==> config.mk <==
export PLATFORM = sky130hd
export DESIGN_NAME = seg7_note_fmt
export DESIGN_NICKNAME = d
export VERILOG_FILES = /design/src/rtl/seg7_note_fmt.sv
export SDC_FILE = /design/constraint.sdc
export NUM_CORES = 1
export LEC_CHECK = 0
export ABC_CLOCK_PERIOD_IN_PS = 2870
export BUFFER_PORTS_ARGS = -buffer_cell sky130_fd_sc_hd__buf_2
export CAP_MARGIN = 20
export CORE_ASPECT_RATIO = 0.9
export CORE_MARGIN = 2
export CORE_UTILIZATION = 30
export DETAILED_ROUTE_END_ITERATION = 6
export GPL_ROUTABILITY_DRIVEN = 0
export PLACE_DENSITY = 0.56
export SYNTH_ARGS = -nofsm -noshare
export SYNTH_HDL_FRONTEND = slang
export SYNTH_SLANG_ARGS = --single-unit
==> constraint.sdc <==
create_clock -name clk -period 2.87 [get_ports clk]
set_clock_uncertainty 0.15 [all_clocks]
set_input_delay 0.4305 -clock clk [delete_from_list [all_inputs] [get_ports clk]]
set_output_delay 0.4305 -clock clk [all_outputs]
set_load 0.02 [all_outputs]
==> src/rtl/seg7_note_fmt.sv <==
// Formats a tuner sample (note, octave, signed cents) into eight ASCII digit writes for a 7-segment driver.
// Optional macro SEG7_CENTS_EN enables the cents field (sign, tens, ones); without it digits 2..0 are blank.
module seg7_note_fmt #(
  parameter int WR_GAP = 0
) (
  input  logic       clk,
  input  logic       resetn,
  input  logic       in_valid,
  output logic       in_ready,
  input  logic [3:0] note,
  input  logic [3:0] octave,
  input  logic [7:0] cents,
  output logic       en,
  output logic [2:0] seg7id,
  output logic [7:0] ascii,
  output logic       busy
);

  localparam logic [1:0] IDLE  = 2'd0;
`ifdef SEG7_CENTS_EN
  localparam logic [1:0] CONV  = 2'd1;
`endif
  localparam logic [1:0] WRITE = 2'd2;
  localparam int GW = (WR_GAP > 0) ? $clog2(WR_GAP + 1) : 1;

  logic [1:0]    state;
  logic [3:0]    note_q;
  logic [3:0]    oct_q;
  logic [2:0]    dig;
  logic [GW-1:0] gap_cnt;
  logic [7:0]    char_w;

`ifdef SEG7_CENTS_EN
  logic [7:0] cents_q;
  logic [3:0] tens;
  logic [6:0] rem;
  logic [7:0] cents_neg;
  logic [7:0] mag8;
  logic [6:0] mag;

  // -128 negates to 128, which the clamp folds to 99 like every other large magnitude
  assign cents_neg = 8'd0 - cents;
  assign mag8      = cents[7] ? cents_neg : cents;
  assign mag       = (mag8 > 8'd99) ? 7'd99 : mag8[6:0];
`else
  logic unused_cents;
  assign unused_cents = ^cents;
`endif

  assign in_ready = resetn && (state == IDLE);
  assign busy     = (state != IDLE);

  always_comb begin
    char_w = 8'h20;
    case (dig)
      3'd7: begin
        case (note_q)
          4'd0, 4'd1:  char_w = 8'h43;
          4'd2, 4'd3:  char_w = 8'h44;
          4'd4:        char_w = 8'h45;
          4'd5, 4'd6:  char_w = 8'h46;
          4'd7, 4'd8:  char_w = 8'h47;
          4'd9, 4'd10: char_w = 8'h41;
          4'd11:       char_w = 8'h42;
          default:     char_w = 8'h2D;
        endcase
      end
      3'd6: begin
        if (note_q >= 4'd12) char_w = 8'h2D;
        else begin
          case (note_q)
            4'd1, 4'd3, 4'd6, 4'd8, 4'd10: char_w = 8'h23;
            default:                       char_w = 8'h20;
          endcase
        end
      end
      3'd5: char_w = (oct_q > 4'd9) ? 8'h2D : {4'h3, oct_q};
`ifdef SEG7_CENTS_EN
      3'd2: begin
        if (cents_q == 8'd0)  char_w = 8'h20;
        else if (cents_q[7])  char_w = 8'h2D;
        else                  char_w = 8'h2B;
      end
      3'd1: char_w = (tens == 4'd0) ? 8'h20 : {4'h3, tens};
      3'd0: char_w = {4'h3, rem[3:0]};
`endif
      default: char_w = 8'h20;
    endcase
  end

  always_ff @(posedge clk) begin
    if (!resetn) begin
      state   <= IDLE;
      en      <= 1'b0;
      seg7id  <= 3'd0;
      ascii   <= 8'h20;
      dig     <= 3'd7;
      gap_cnt <= '0;
      note_q  <= 4'd0;
      oct_q   <= 4'd0;
`ifdef SEG7_CENTS_EN
      cents_q <= 8'd0;
      tens    <= 4'd0;
      rem     <= 7'd0;
`endif
    end else begin
      case (state)
        IDLE: begin
          en <= 1'b0;
          if (in_valid) begin
            note_q  <= note;
            oct_q   <= octave;
            dig     <= 3'd7;
            gap_cnt <= '0;
`ifdef SEG7_CENTS_EN
            cents_q <= cents;
            tens    <= 4'd0;
            rem     <= mag;
            state   <= CONV;
`else
            state   <= WRITE;
`endif
          end
        end
`ifdef SEG7_CENTS_EN
        CONV: begin
          if (rem >= 7'd10) begin
            rem  <= rem - 7'd10;
            tens <= tens + 4'd1;
          end else begin
            state <= WRITE;
          end
        end
`endif
        WRITE: begin
          // Stay in WRITE through the cycle showing digit 0 so ready returns only after it
          if (en && seg7id == 3'd0) begin
            en    <= 1'b0;
            state <= IDLE;
          end else if (gap_cnt == '0) begin
            en      <= 1'b1;
            seg7id  <= dig;
            ascii   <= char_w;
            dig     <= dig - 3'd1;
            gap_cnt <= GW'(WR_GAP);
          end else begin
            en      <= 1'b0;
            gap_cnt <= gap_cnt - GW'(1);
          end
        end
        default: state <= IDLE;
      endcase
    end
  end

endmodule

==> impl_metrics.tcl <==
set metrics [dict create \
    status "finished, final reports clean" \
    clk_latency_ns 0.27 \
    grtUsageTotal 0.132 \
    ctsResizeCount 0 \
    hp-class "in2reg" \
    rsz0062_at_grt "false" \
    synth_warnings 0 \
    synth_simple_gate_area_frac 0.207 \
    coreArea_sq_mm 0.00418 \
    hold_path_depth 3 \
    cts.path.max_buffers 2 \
    die_w_um 74.3 \
    yosys_register_bits 28 \
    hold_buffers 0 \
    cts_max_level 1 \
    cts.clk_slew.worst_paths_ns 0.09 \
    synth_compound_area_frac 0.163 \
    wl_per_cell_um 13.1 \
    syn_to_final_growth_pct 15.5 \
    pin_count 33 \
    synthMuxAreaShare 0.0657 \
    layout-drive-gt1-share 0.212 \
    drc 0 \
    initial_utilization 0.319 \
    fmax_ghz 0.477 \
    synth_area_sq_mm 0.00133 \
    viasPerCell 4.67 \
    vias 1074 \
    ys_async_sr_fraction 0 \
    synthDistinctLibCells 41 \
    die-area_sq_mm 0.00500 \
    synth-edff-count 0 \
    synth_common_cells "dfxtp_1, nand2_1, a21oi_1" \
    ys_top_cells_by_area "dfxtp_1, nand2_1, ha_1, a21oi_1, mux2i_1" \
    cts_setup_buffers 0 \
    yosys.area_share.adder 0.0657 \
    grt_max_degree 16 \
    drt-total-wl_um 3020 \
    cts_buffers 3 \
    final_nets 197 \
    worstPathArrival_ns 2.15 \
    grt_pass1_vias 1026 \
    crit_buf_inv 0 \
    cp-startpoint "state[1]" \
    row_count 22 \
    crit_family "multiplexers" \
    maxCapViolCount 0 \
    max_stage_delay_ns 0.42 \
    dr.pass1.iters 4 \
    regArea_sq_um 561 \
    hpwlAfterDp_um 2380 \
    finalPower_uw 858 \
    p_per_area_mw_per_mm2 557 \
    rrSetupSlack_ns 0.77 \
    min_from "octave[2]" \
    required_ns 2.93 \
    cts_tree "built" \
    crit_fanout 10 \
    multi_input_area_sq_um 682 \
    period_minus_slack_ns 2.10 \
    grt_first_pass_wirelength_um 5000 \
    syn_area_per_cell_sq_um 9.01 \
    hold_violations 0 \
    cp_cell_sequence "nor2b_2 > mux2i_1 > ha_1 > mux2_4 > o2bb2ai_1" \
    io_buffers 23 \
    dp_cells 226 \
    p_leak_uw 0.000689 \
    synth_top_family_by_area "simple AND/OR/NAND/NOR gates" \
    clock-sinks 28 \
    synth_most_common_cell "dfxtp_1" \
    synth_top_cell_by_area "dfxtp_1" \
    drtIter0Drc 47 \
    fill_cells 458 \
    ctsRootBufferMaster "clkbuf_8" \
    hold-worst-slack_ns 0.240 \
    setup_slack_ns 0.772 \
    drv_slew 0 \
    fp.dieH_um 67.3 \
    fin_cells 230 \
    cp_num_cells 5 \
    peakVddDrop_v 0.000300 \
    reg2reg_depth 5 \
    antenna_found_initial 0 \
    r2r-start "state[1]" \
    ys.flop_type "dfxtp_1" \
    setup_viol 0 \
    grt-ovfl-total 0 \
    end_kind "flop" \
    yosysTopAreaCellShare 0.420 \
    synth_xor_area_frac 0.00657 \
    synth_cells 148 \
    yosysSeqAreaShare 0.420 \
    syn_nets 174 \
    cp-start-kind "flop" \
    setup_tns_ns 0 \
    critical_path_class "reg2reg" \
    dp_slack_ns 0.667 \
    diodes 0 \
    fin_crit_sh 0.731 \
    cp_slowest_cell "dfxtp_1" \
    drtAntennaViolNets 0 \
]
## worst min-delay path: stages
cell and delay [ns]:
buf_2 0.10, nand2_1 0.04, a21oi_1 0.05
## layout by cell type, fill, tap and decap left out, types with 3 or more instances in the layout
| master | synthesis | final |
|---|---|---|
| nor3_1 | 4 | 4 |
| nor2b_1 | 4 | 4 |
| a2bb2oi_1 | 4 | 4 |
| mux2i_1 | 5 | 5 |
| inv_1 | 8 | 8 |
| dfxtp_1 | 28 | 28 |
| a21oi_1 | 11 | 11 |
| ha_1 | 7 | 7 |
| nor2_1 | 9 | 9 |
| nand2_1 | 24 | 24 |
| buf_4 | 2 | 3 |
| clkbuf_8 | 0 | 4 |
| buf_2 | 1 | 23 |
| nand3_1 | 4 | 4 |
## through the flow
stage / utilization / instance area [sq um]
2_1_floorplan: - / 1330
3_3_place_gp: 0.355 / 1490
3_5_place_dp: 0.355 / 1490
4_1_cts: 0.368 / 1540
5_1_grt: 0.368 / 1540
6_report: 0.368 / 1540
## cell type report
| cell class | instances | area share |
|---|---|---|
| clock buffers | 4 | 0.0357 |
| inverters | 8 | 0.0195 |
| multi-input cells | 104 | 0.443 |
| flip-flops and latches | 28 | 0.364 |
| well taps | 60 | 0.0487 |
| repair buffers | 26 | 0.0894 |
## where the power goes
group	total [uW]	switching, uW	internal, uW
logic	175	101	73.3
clock network	244	121	123
registers	439	21.5	418
total	858	244	614
## layer usage
layer,routed length (um),vias to the layer above,GRT usage
met5,0,-,0
met4,12,0,0.0134
met3,197,2,0.0418
met2,1350,31,0.219
met1,1460,489,0.175
li1,-,552,-
## kinds of logic after synthesis
kind of cell	after synthesis
AOI/OAI and AO/OA	31
xor gates and xnor gates	1
adders and majority gates	7
buffers and inverters	16
DFF	28
muxes	7
other	1
and+or+nand+nor	57
## worst min-delay path by stage
| stage | end | slack (ns) |
|---|---|---|
| 6_report | oct_q[2] | 0.24 |
| 5_1_grt | oct_q[2] | 0.23 |
| 4_1_cts | oct_q[0] | 0.24 |
| 3_5_place_dp | ascii[6] | 0.31 |
| 3_3_place_gp | ascii[6] | 0.30 |
| 2_1_floorplan | oct_q[0] | 0.29 |
No activity file was read; power rests on OpenSTA's default activity.
